<file path="src/rtl/iob_cache_tgen.sv">
// Traffic generator/checker for the iob_cache native front-end: issues word, byte-lane,
// read-only or write-then-readback sequences over a word-address window and checks read data.
module iob_cache_tgen #(
  parameter int FE_ADDR_W = 32,
  parameter int FE_DATA_W = 32,
  parameter int CNT_W     = 8,
  parameter int ERR_W     = 16,
  parameter int TIMEOUT_W = 10
) (
  input  logic                                     clk_i,
  input  logic                                     rst_i,
  input  logic                                     start_i,
  input  logic [1:0]                               mode_i,
  input  logic [FE_ADDR_W-$clog2(FE_DATA_W/8)-1:0] base_i,
  input  logic [CNT_W-1:0]                         count_i,
  output logic [FE_ADDR_W-$clog2(FE_DATA_W/8)-1:0] addr_o,
  output logic [FE_DATA_W-1:0]                     wdata_o,
  output logic [FE_DATA_W/8-1:0]                   wstrb_o,
  output logic                                     valid_o,
  input  logic [FE_DATA_W-1:0]                     rdata_i,
  input  logic                                     ready_i,
  output logic                                     busy_o,
  output logic                                     done_o,
  output logic                                     timeout_o,
  output logic [ERR_W-1:0]                         err_cnt_o,
  output logic [FE_ADDR_W-$clog2(FE_DATA_W/8)-1:0] first_err_addr_o,
  output logic [FE_DATA_W-1:0]                     first_err_data_o
);
  localparam int NB     = FE_DATA_W / 8;
  localparam int AW     = FE_ADDR_W - $clog2(NB);
  localparam int LANE_W = (NB > 1) ? $clog2(NB) : 1;
  localparam logic [LANE_W-1:0] LANE_LAST = LANE_W'(NB - 1);

  localparam logic [1:0] M_WORD = 2'd0;
  localparam logic [1:0] M_BYTE = 2'd1;
  localparam logic [1:0] M_READ = 2'd2;
  localparam logic [1:0] M_RAW  = 2'd3;

  // state | meaning
  // IDLE  | waiting for start
  // REQ   | request presented, waiting for ready or timeout
  // GAP   | one idle cycle between requests; pointer already at next transaction
  // DONE  | one-cycle completion pulse
  typedef enum logic [1:0] {S_IDLE, S_REQ, S_GAP, S_DONE} state_t;

  state_t                state_q, state_d;
  logic [1:0]            mode_q, mode_d;
  logic [AW-1:0]         base_q, base_d;
  logic [CNT_W-1:0]      count_q, count_d;
  logic [CNT_W-1:0]      idx_q, idx_d;
  logic [LANE_W-1:0]     lane_q, lane_d;
  logic                  rd_q, rd_d;
  logic                  last_q, last_d;
  logic [TIMEOUT_W-1:0]  tmr_q, tmr_d;
  logic [AW-1:0]         addr_q, addr_d;
  logic [FE_DATA_W-1:0]  wdata_q, wdata_d;
  logic [NB-1:0]         wstrb_q, wstrb_d;
  logic                  valid_q, busy_q, done_q;
  logic                  timeout_q, timeout_d;
  logic [ERR_W-1:0]      err_cnt_q, err_cnt_d;
  logic [AW-1:0]         ferr_addr_q, ferr_addr_d;
  logic [FE_DATA_W-1:0]  ferr_data_q, ferr_data_d;

  logic                  load_req;
  logic                  is_end;
  logic [FE_DATA_W-1:0]  exp_data;

  function automatic logic [FE_DATA_W-1:0] pat_w(input logic [CNT_W-1:0] i);
    logic [CNT_W:0] s;
    s = {1'b0, i} + (CNT_W+1)'(1);
    return FE_DATA_W'(s);
  endfunction

  function automatic logic [FE_DATA_W-1:0] pat_b(input logic [CNT_W-1:0] i);
    logic [7:0] b;
    b = 8'(i);
    return {NB{b}};
  endfunction

  always_comb begin
    state_d     = state_q;
    mode_d      = mode_q;
    base_d      = base_q;
    count_d     = count_q;
    idx_d       = idx_q;
    lane_d      = lane_q;
    rd_d        = rd_q;
    last_d      = last_q;
    tmr_d       = tmr_q;
    addr_d      = addr_q;
    wdata_d     = wdata_q;
    wstrb_d     = wstrb_q;
    timeout_d   = timeout_q;
    err_cnt_d   = err_cnt_q;
    ferr_addr_d = ferr_addr_q;
    ferr_data_d = ferr_data_q;
    load_req    = 1'b0;
    is_end      = (idx_q == count_q - CNT_W'(1));
    exp_data    = (mode_q == M_BYTE) ? pat_b(idx_q) : pat_w(idx_q);

    case (state_q)
      S_IDLE: begin
        if (start_i) begin
          mode_d      = mode_i;
          base_d      = base_i;
          count_d     = count_i;
          idx_d       = '0;
          lane_d      = '0;
          rd_d        = (mode_i == M_READ);
          last_d      = 1'b0;
          timeout_d   = 1'b0;
          err_cnt_d   = '0;
          ferr_addr_d = '0;
          ferr_data_d = '0;
          if (count_i == '0) begin
            state_d = S_DONE;
          end else begin
            state_d  = S_REQ;
            load_req = 1'b1;
          end
        end
      end
      S_REQ: begin
        if (ready_i) begin
          state_d = S_GAP;
          if (wstrb_q == '0 && rdata_i != exp_data) begin
            if (err_cnt_q != '1) err_cnt_d = err_cnt_q + ERR_W'(1);
            if (err_cnt_q == '0) begin
              ferr_addr_d = addr_q;
              ferr_data_d = rdata_i;
            end
          end
          // Advance the pointer to the transaction that follows this one.
          if (rd_q) begin
            if (is_end) begin
              last_d = 1'b1;
            end else begin
              idx_d = idx_q + CNT_W'(1);
              if (mode_q == M_RAW) rd_d = 1'b0;
            end
          end else begin
            case (mode_q)
              M_RAW: rd_d = 1'b1;
              M_BYTE: begin
                if (lane_q != LANE_LAST) begin
                  lane_d = lane_q + LANE_W'(1);
                end else begin
                  lane_d = '0;
                  if (is_end) begin
                    rd_d  = 1'b1;
                    idx_d = '0;
                  end else begin
                    idx_d = idx_q + CNT_W'(1);
                  end
                end
              end
              default: begin
                if (is_end) begin
                  rd_d  = 1'b1;
                  idx_d = '0;
                end else begin
                  idx_d = idx_q + CNT_W'(1);
                end
              end
            endcase
          end
        end else if (tmr_q == TIMEOUT_W'(1)) begin
          timeout_d = 1'b1;
          state_d   = S_DONE;
        end else begin
          tmr_d = tmr_q - TIMEOUT_W'(1);
        end
      end
      S_GAP: begin
        if (last_q) begin
          state_d = S_DONE;
        end else begin
          state_d  = S_REQ;
          load_req = 1'b1;
        end
      end
      default: state_d = S_IDLE;
    endcase

    if (load_req) begin
      tmr_d  = '1;
      addr_d = base_d + AW'(idx_d);
      if (rd_d) begin
        wstrb_d = '0;
        wdata_d = '0;
      end else if (mode_d == M_BYTE) begin
        wstrb_d = NB'(1) << lane_d;
        wdata_d = pat_b(idx_d);
      end else begin
        wstrb_d = '1;
        wdata_d = pat_w(idx_d);
      end
    end
  end

  always_ff @(posedge clk_i or posedge rst_i) begin
    if (rst_i) begin
      state_q     <= S_IDLE;
      mode_q      <= '0;
      base_q      <= '0;
      count_q     <= '0;
      idx_q       <= '0;
      lane_q      <= '0;
      rd_q        <= 1'b0;
      last_q      <= 1'b0;
      tmr_q       <= '0;
      addr_q      <= '0;
      wdata_q     <= '0;
      wstrb_q     <= '0;
      valid_q     <= 1'b0;
      busy_q      <= 1'b0;
      done_q      <= 1'b0;
      timeout_q   <= 1'b0;
      err_cnt_q   <= '0;
      ferr_addr_q <= '0;
      ferr_data_q <= '0;
    end else begin
      state_q     <= state_d;
      mode_q      <= mode_d;
      base_q      <= base_d;
      count_q     <= count_d;
      idx_q       <= idx_d;
      lane_q      <= lane_d;
      rd_q        <= rd_d;
      last_q      <= last_d;
      tmr_q       <= tmr_d;
      addr_q      <= addr_d;
      wdata_q     <= wdata_d;
      wstrb_q     <= wstrb_d;
      valid_q     <= (state_d == S_REQ);
      busy_q      <= (state_d != S_IDLE);
      done_q      <= (state_d == S_DONE);
      timeout_q   <= timeout_d;
      err_cnt_q   <= err_cnt_d;
      ferr_addr_q <= ferr_addr_d;
      ferr_data_q <= ferr_data_d;
    end
  end

  assign addr_o           = addr_q;
  assign wdata_o          = wdata_q;
  assign wstrb_o          = wstrb_q;
  assign valid_o          = valid_q;
  assign busy_o           = busy_q;
  assign done_o           = done_q;
  assign timeout_o        = timeout_q;
  assign err_cnt_o        = err_cnt_q;
  assign first_err_addr_o = ferr_addr_q;
  assign first_err_data_o = ferr_data_q;

endmodule

</file>
<file path="config.mk">
export PLATFORM = sky130hd
export DESIGN_NAME = iob_cache_tgen
export DESIGN_NICKNAME = d
export VERILOG_FILES = /design/src/rtl/iob_cache_tgen.sv
export SDC_FILE = /design/constraint.sdc
export NUM_CORES = 1
export LEC_CHECK = 0
export BUFFER_PORTS_ARGS = -buffer_cell sky130_fd_sc_hd__buf_2
export CAP_MARGIN = 20
export CORE_ASPECT_RATIO = 0.6
export CORE_UTILIZATION = 40
export CTS_CLUSTER_SIZE = 25
export DETAILED_ROUTE_END_ITERATION = 7
export GPL_TIMING_DRIVEN = 0
export PLACE_DENSITY = 0.72
export SLEW_MARGIN = 20
export SYNTH_ARGS = -nofsm -noshare
export SYNTH_HDL_FRONTEND = slang
export SYNTH_SLANG_ARGS = --single-unit
export TNS_END_PERCENT = 100
</file>
<file path="constraint.sdc">
create_clock -name clk_i -period 12.4 [get_ports clk_i]
set_input_delay 1.86 -clock clk_i [delete_from_list [all_inputs] [get_ports clk_i]]
set_output_delay 1.86 -clock clk_i [all_outputs]
set_load 0.05 [all_outputs]
</file>
==> run_results.csv, run 1 <==
group,metric,value,unit
run_status,outcome,"finished, final reports clean",
detailed_routing,dr.pass1.iters,5,
timing,worst_slack,5617,ps
clock_network,postCtsHoldBufs,0,
timing,rsz0062_at_grt,"no",
final_layout,final_area,12530,um^2
worst_setup_path,worstPathRequired,12760,ps
synthesis,avgSynthCellArea,8.898,um^2
pwr,switching_share,0.5093,
worst_setup_path,worstSetupStartpointType,"input port",
synthesis,synth_area,10370,um^2
detailed_routing,route.detailed.drc,0,
timing,setup_violations,0,
worst_setup_path,reg2regPathDepth,20,
worst_setup_path,cp-end-kind,"flip-flop",
global_route,grt_pass1_wl,49700,um
pwr,p_total,3.337,mW
global_route,grt_pass1_vias,8570,
timing,relSlewSlack,0.2849,
worst_setup_path,reg2reg_to,"addr_o[27]",
clock_network,cts-buffers-inserted,17,
pwr,seq_power_share,0.305,
timing,fin_crit_sh,0.5470,
final_layout,nets,1504,
worst_setup_path,ff2ff_setup_slack,6220,ps
place,hpwl,24390,um
clock_network,htree_levels,4,
global_route,antenna_found_initial,7,
pwr,p_leak,6.080,nW
clock_network,clock_sinks,197,
timing,tns,0,ps
clock_network,cts_buffer_depth,2,
timing,fmaxAchievable,147.4,MHz
timing,worst_hold_slack,474.0,ps
timing,finClkSkew,8.155,ps
timing,hold_viol,0,
final_layout,drive_above_1_share,0.2183,
floorplan,dieArea,26580,um^2
floorplan,start_util,0.4091,
worst_setup_path,crit_fanout,10,
pwr,internal-power,1.637,mW
run,maxCapViolCount,0,
detailed_routing,ant_nets,0,
pwr,switchingPower,1.699,mW
detailed_routing,wl_per_cell,18.42,um
pwr,ir_drop,218.3,uV
timing,period_minus_slack,6783,ps
clock_network,ctsRootBufferMaster,"clkbuf_16",
hold_path,holdPathStages,2,
synthesis,synth_edf_count,0,
floorplan,rows,45,
pwr,clockPowerShare,0.172,
synthesis,ys_seq_area_frac,0.4756,
synthesis,synth_ff_type,"dfrtp_1",
worst_setup_path,critPathLaunch,"start_i",
floorplan,ios,224,
synthesis,synth_warnings,0,
pwr,power_density,266.3,nW/um^2
global_route,grt_start_max_net_pins,106,
place,numPortBuffers,223,
timing,worstMarginPinSlew,1064,ps
hold_path,min-delay-start,"wdata_o[3]",
synthesis,syn_inst,1165,
detailed_routing,vias_per_cell,5.384,
global_route,grt_usage,0.2463,
synthesis,synth_fp_nets,1261,
final_layout,fin_cells,1753,
hold_path,hp-class,"flip-flop to flip-flop",
pwr,power_frac_comb,0.523,
detailed_routing,vias,9439,
floorplan,coreArea,25340,um^2
global_route,overflow,0,
synthesis,async_flop_share,1.000,
final_layout,syn_to_final_growth,20.89,%
final_layout,fin_util,0.4946,
place,gp_congestion,0.9309,
clock_network,clkLatencyLatePin,450,ps
floorplan,fp.dieH,126.7,um
worst_setup_path,r2r_start,"count_q[0]",
clock_network,path_clk_slew,70,ps
floorplan,die_width,209.8,um
clock_network,cts_tree,"built",
hold_path,hold_end,"wdata_o[3]",
detailed_routing,drt-initial-drc-count,875,
place,post-place-ws,5271,ps
clock_network,post_cts_buffers,0,
worst_setup_path,worstSetupPathType,"input port to flip-flop",
place,place_area,11940,um^2
synthesis,synth.ff_latch_count,197,
timing,finalMaxSlewViolations,0,
detailed_routing,wirelength,32290,um
clock_network,ctsResizeCount,0,
synthesis,yosysUniqueCellTypes,71,
worst_setup_path,arrival,7140,ps
place,dp_cells,1718,
cell usage in the layout (no fill, tap or decap), drive strengths merged, types with 6 or more instances in the layout:
cell,n
nor2,55
nor4,15
xor2,14
dfrtp,197
o21ai,120
nor2b,7
nand3,29
o211ai,6
nor3,23
nand4,12
o31ai,14
clkinv,6
ha,19
mux2i,22
nand2,283
a21oi,26
nand2b,12
and3,23
inv,45
buf,267
clkbuf,59
xnor2,58
a31oi,11
or3,6
state kept, by name (all words and copies together), names as in the netlist, 4 cells and up:
| register | flops |
|---|---|
| first_err_data_o | 32 |
| first_err_addr_o | 30 |
| wdata_o | 17 |
| count_q | 8 |
| tmr_q | 10 |
| addr_o | 30 |
| wstrb_o | 4 |
| base_q | 30 |
| idx_q | 8 |
| err_cnt_o | 16 |
cell type report:
cell class / count / area, um^2
clock inverter: 12 / 152.6
clock buffer: 19 / 432.9
antenna: 4 / 10.01
timing repair buffer: 224 / 1144
sequential: 197 / 4930
multi-input combinational: 842 / 4876
buffer: 83 / 406.6
tap: 329 / 411.6
inverter: 43 / 168.9
fill: 2454 / 12800
cell families (layout without fill, tap and decap cells):
kind of cell	count (synthesis)	after routing	share of synthesized area
XOR/XNOR	73	73	0.06313
multiplexers	26	26	0.02559
adder cells (fa/ha/maj)	20	20	0.02486
AO/OA/AOI/OAI	223	223	0.1331
buffers and inverters	126	381	0.05480
flip-flops	197	197	0.4756
other	0	4	0
AND/OR/NAND/NOR	500	500	0.2229
cell usage after synthesis (all sizes together) (22+ instances only):
cell type	n	area share
inv	43	0.016
dfrtp	197	0.48
nand3	29	0.014
nand2	283	0.10
o21ai	120	0.058
nor2	55	0.020
nor3	23	0.012
and3	23	0.014
mux2i	22	0.021
a21oi	26	0.013
xnor2	58	0.049
clkbuf	40	0.014
buf	43	0.025
power groups by stage:
stage | Combinational, mW | Clock, mW | Sequential, mW
after floorplan | 0.787 | 0 | 1.49
after global placement | 1.70 | 0 | 1.02
after detailed placement | 1.73 | 0 | 1.03
after CTS | 1.74 | 0.587 | 1.02
after global routing | 1.88 | 0.610 | 1.05
final | 1.74 | 0.574 | 1.02
worst max path at each step:
stage / end / slack, ps
finish: addr_o[27] / 5620
floorplan: addr_o[0] / 5170
global placement: first_err_addr_o[0] / 2800
global route: addr_o[18] / 5170
detailed placement: addr_o[18] / 5270
CTS: addr_o[18] / 5750
worst max-delay path, cell delays in order:
cell	delay, ps
buf_2	140
nor3b_2	240
buf_2	350
clkbuf_1	590
clkbuf_1	440
buf_1	610
nand2_1	110
nand2_1	110
ha_1	190
a21o_1	130
a21oi_1	90
o21bai_1	140
a21oi_1	130
o21ai_0	610
nand3_1	480
nor3_2	500
a21oi_1	130
o31ai_1	270
metal layers:
layer  GRT usage  vias up  share of wire
met5           0        -         0.0012
met4     0.05195        6          0.011
met3     0.07527       33          0.091
met2      0.3279      366           0.40
met1      0.3842     4594           0.49
li1            -     4440              -
Note: power is estimated with default switching activity, not from simulation.
==> inputs of run 2 (changes only) <==
--- a/config.mk
+++ b/config.mk
@@ -5,6 +5,7 @@
 export SDC_FILE = /design/constraint.sdc
 export NUM_CORES = 1
 export LEC_CHECK = 0
+export ABC_AREA = 1
 export BUFFER_PORTS_ARGS = -buffer_cell sky130_fd_sc_hd__buf_2
 export CAP_MARGIN = 20
 export CORE_ASPECT_RATIO = 0.6
@@ -12,7 +13,7 @@
 export CTS_CLUSTER_SIZE = 25
 export DETAILED_ROUTE_END_ITERATION = 7
 export GPL_TIMING_DRIVEN = 0
-export PLACE_DENSITY = 0.72
+export PLACE_DENSITY = 0.74
 export SLEW_MARGIN = 20
 export SYNTH_ARGS = -nofsm -noshare
 export SYNTH_HDL_FRONTEND = slang
==> constraint.sdc (replaced) <==
create_clock -name clk_i -period 6.11 [get_ports clk_i]
set_input_delay 0.9165 -clock clk_i [delete_from_list [all_inputs] [get_ports clk_i]]
set_output_delay 0.9165 -clock clk_i [all_outputs]
set_load 0.05 [all_outputs]
==> run 2 against run 1 <==
Sequential share of layout area fell by 2.2 points. Clock power rose by 120%. Wire length rose by 7.0%. Utilization rose by 0.43 points. Clock skew rose by 7.2 ps. Die area rose by 5.2%.
==> run_results.csv, run 2 <==
group,metric,value,unit
run_status,outcome,"finished, final reports clean",
global_route,grt_pass1_wl,53870,um
worst_setup_path,cp-end-kind,"flip-flop",
timing,finalMaxSlewViolations,0,
timing,tns,0,ps
detailed_routing,vias_per_cell,5.263,
floorplan,die_width,215.2,um
final_layout,largest_register_ff_count,32,
floorplan,fp.dieH,129.9,um
global_route,overflow,0,
worst_setup_path,worstSetupPathType,"flip-flop to flip-flop",
detailed_routing,wirelength,34540,um
timing,period_minus_slack,4975,ps
clock_network,ctsRootBufferMaster,"clkbuf_16",
floorplan,dieArea,27960,um^2
place,hpwl,26750,um
pwr,ir_drop,342.0,uV
clock_network,cts_buffer_depth,2,
detailed_routing,ant_nets,0,
pwr,power_density,573.7,nW/um^2
synthesis,syn_inst,1394,
worst_setup_path,arrival,5360,ps
synthesis,synth_fp_nets,1490,
worst_setup_path,reg2regPathDepth,32,
clock_network,htree_levels,4,
detailed_routing,vias,10590,
synthesis,yosysUniqueCellTypes,47,
final_layout,final_common_cell,"nand2_1",
synthesis,synthTopCellsByCount,"421 x nand2_1, 197 x dfrtp_1, 111 x inv_1, 91 x nor2_1, 88 x nand4_1",
clock_network,clkLatencyLatePin,460,ps
worst_setup_path,ff2ff_setup_slack,1130,ps
clock_network,clock_sinks,197,
global_route,grt_usage,0.2508,
synthesis,yosysTopAreaCellShare,0.4518,
hold_path,min-delay-start,"first_err_addr_o[14]",
timing,relSlewSlack,0.5082,
detailed_routing,wl_per_cell,17.16,um
synthesis,synth_edf_count,0,
detailed_routing,dr.pass1.iters,5,
timing,setup_violations,0,
clock_network,postCtsHoldBufs,0,
timing,fin_crit_sh,0.8143,
synthesis,synth_top_cell_by_area,"dfrtp_1",
hold_path,hold_end,"first_err_addr_o[14]",
hold_path,holdPathStages,2,
place,gp_congestion,0.9602,
worst_setup_path,cpPeakStageDelay,440,ps
final_layout,n_antenna_cell,0,
final_layout,nets,1738,
hold_path,hp-class,"flip-flop to flip-flop",
worst_setup_path,cp_common_cell,"nand2_1",
global_route,antenna_found_initial,0,
floorplan,start_util,0.4103,
clock_network,ctsResizeCount,0,
timing,rsz0062_at_grt,"no",
floorplan,ios,224,
global_route,grt_pass1_vias,9752,
synthesis,avgSynthCellArea,7.827,um^2
synthesis,synth_warnings,0,
place,numPortBuffers,223,
final_layout,syn_to_final_growth,21.59,%
final_layout,fill_cells,2584,
timing,hold_viol,0,
worst_setup_path,critPathTopFamily,"simple AND/OR/NAND/NOR gates",
timing,worst_hold_slack,475.3,ps
timing,worstMarginPinSlew,737.7,ps
worst_setup_path,crit_fanout,10,
timing,finClkSkew,15.36,ps
timing,fmaxAchievable,201.0,MHz
synthesis,synth_area,10910,um^2
final_layout,fin_cells,2013,
worst_setup_path,worstPathRequired,6500,ps
floorplan,coreArea,26590,um^2
detailed_routing,route.detailed.drc,0,
synthesis,synth_area_leaders,"dfrtp_1 45%, nand2_1 14%, nand4_1 5.0%",
final_layout,drive_above_1_share,0.2293,
run,maxCapViolCount,0,
worst_setup_path,r2r_start,"count_q[0]",
final_layout,multi_input_area,5035,um^2
final_layout,regArea,4930,um^2
synthesis,synth.ff_latch_count,197,
clock_network,path_clk_slew,70,ps
synthesis,synth_ff_type,"dfrtp_1",
global_route,grt_start_max_net_pins,34,
clock_network,cts-buffers-inserted,17,
worst_setup_path,worstSetupStartpointType,"flip-flop",
worst_setup_path,path_buf_inv,5,
place,dp_cells,1983,
worst_setup_path,reg2reg_to,"addr_o[22]",
clock_network,cts_tree,"built",
detailed_routing,drt-initial-drc-count,953,
floorplan,rows,46,
worst_setup_path,worst_path_max_delay_cell,"dfrtp_1",
synthesis,yosysMostFrequentCell,"nand2_1",
final_layout,mostFrequentLayoutCells,"421 x nand2_1, 236 x buf_2, 197 x dfrtp_1",
pwr,p_leak,7.015,nW
synthesis,ys_seq_area_frac,0.4518,
synthesis,async_flop_share,1.000,
clock_network,post_cts_buffers,0,
==> run 2: changes by cell type in the layout (fill, tap and decap cells not counted), moves of 16 or more <==
cell,change
and3_1,-23
xnor2_1,-37
mux2i_1,-22
nand2_1,+138
nand4_1,+76
o21ai_1,-48
inv_1,+70
nor2_1,+36
inv_2,+16
nand3_1,+58
clkbuf_1,-20
xor2_1,+19
==> run 2: tightest hold or removal path, delay by kind of cell (launching register included) <==
family	cells	cell delay (ps)
and+or+nand+nor	2	100
DFF	1	340
==> run 2: layout make-up <==
class                   instances  share of cell area
repair buffers                229             0.09375
flip-flops and latches        197              0.3716
plain buffers                  75             0.03405
clock inverters                10             0.01443
well taps                     360             0.03395
multi-input cells             991              0.3795
clock buffers                  20             0.03518
inverters                     131             0.03754
==> run 2: stage by stage <==
stage          utilization  instance area [um^2]  total power, mW  setup slack [ps]
6_report            0.4989                 13270            7.611              1135
5_1_grt             0.4989                 13270            8.088             619.7
4_1_cts             0.4989                 13270            7.604              1186
3_5_place_dp        0.4742                 12610            6.291              1090
3_3_place_gp        0.4694                 12480            6.210              1184
2_1_floorplan            -                 10910            5.111              2116
==> run 2: cells by family (layout without fill, tap and decap cells) <==
logic type / Yosys count / after routing / synth area share
fa+ha+maj: 20 / 20 / 0.02362
compound gates: 142 / 142 / 0.07271
xor+xnor: 54 / 54 / 0.04335
simple gates: 775 / 775 / 0.3218
buf+inv: 206 / 465 / 0.08670
flops: 197 / 197 / 0.4518
==> run 2: power breakdown <==
group | switching, mW | internal [mW]
sequential | 0.315 | 1.74
clock | 0.524 | 0.759
combinational | 3.18 | 1.09
total | 4.02 | 3.59
==> run 2: layer usage <==
metal | share of wire | vias to the layer above | track usage
met5 | 0 | - | 0
met4 | 0.011 | 0 | 0.05131
met3 | 0.086 | 30 | 0.06690
met2 | 0.41 | 480 | 0.3598
met1 | 0.49 | 5046 | 0.3763
li1 | - | 5038 | -
==> run 2: worst max-delay path by stage <==
stage | cells past startpoint | slack (ps) | from | end
2_1_floorplan | 33 | 2120 | count_q[0] | addr_o[18]
3_3_place_gp | 25 | 1180 | start_i | addr_o[22]
3_5_place_dp | 25 | 1090 | start_i | addr_o[22]
4_1_cts | 32 | 1190 | count_q[0] | addr_o[22]
5_1_grt | 33 | 620 | count_q[0] | addr_o[22]
6_report | 32 | 1130 | count_q[0] | addr_o[22]
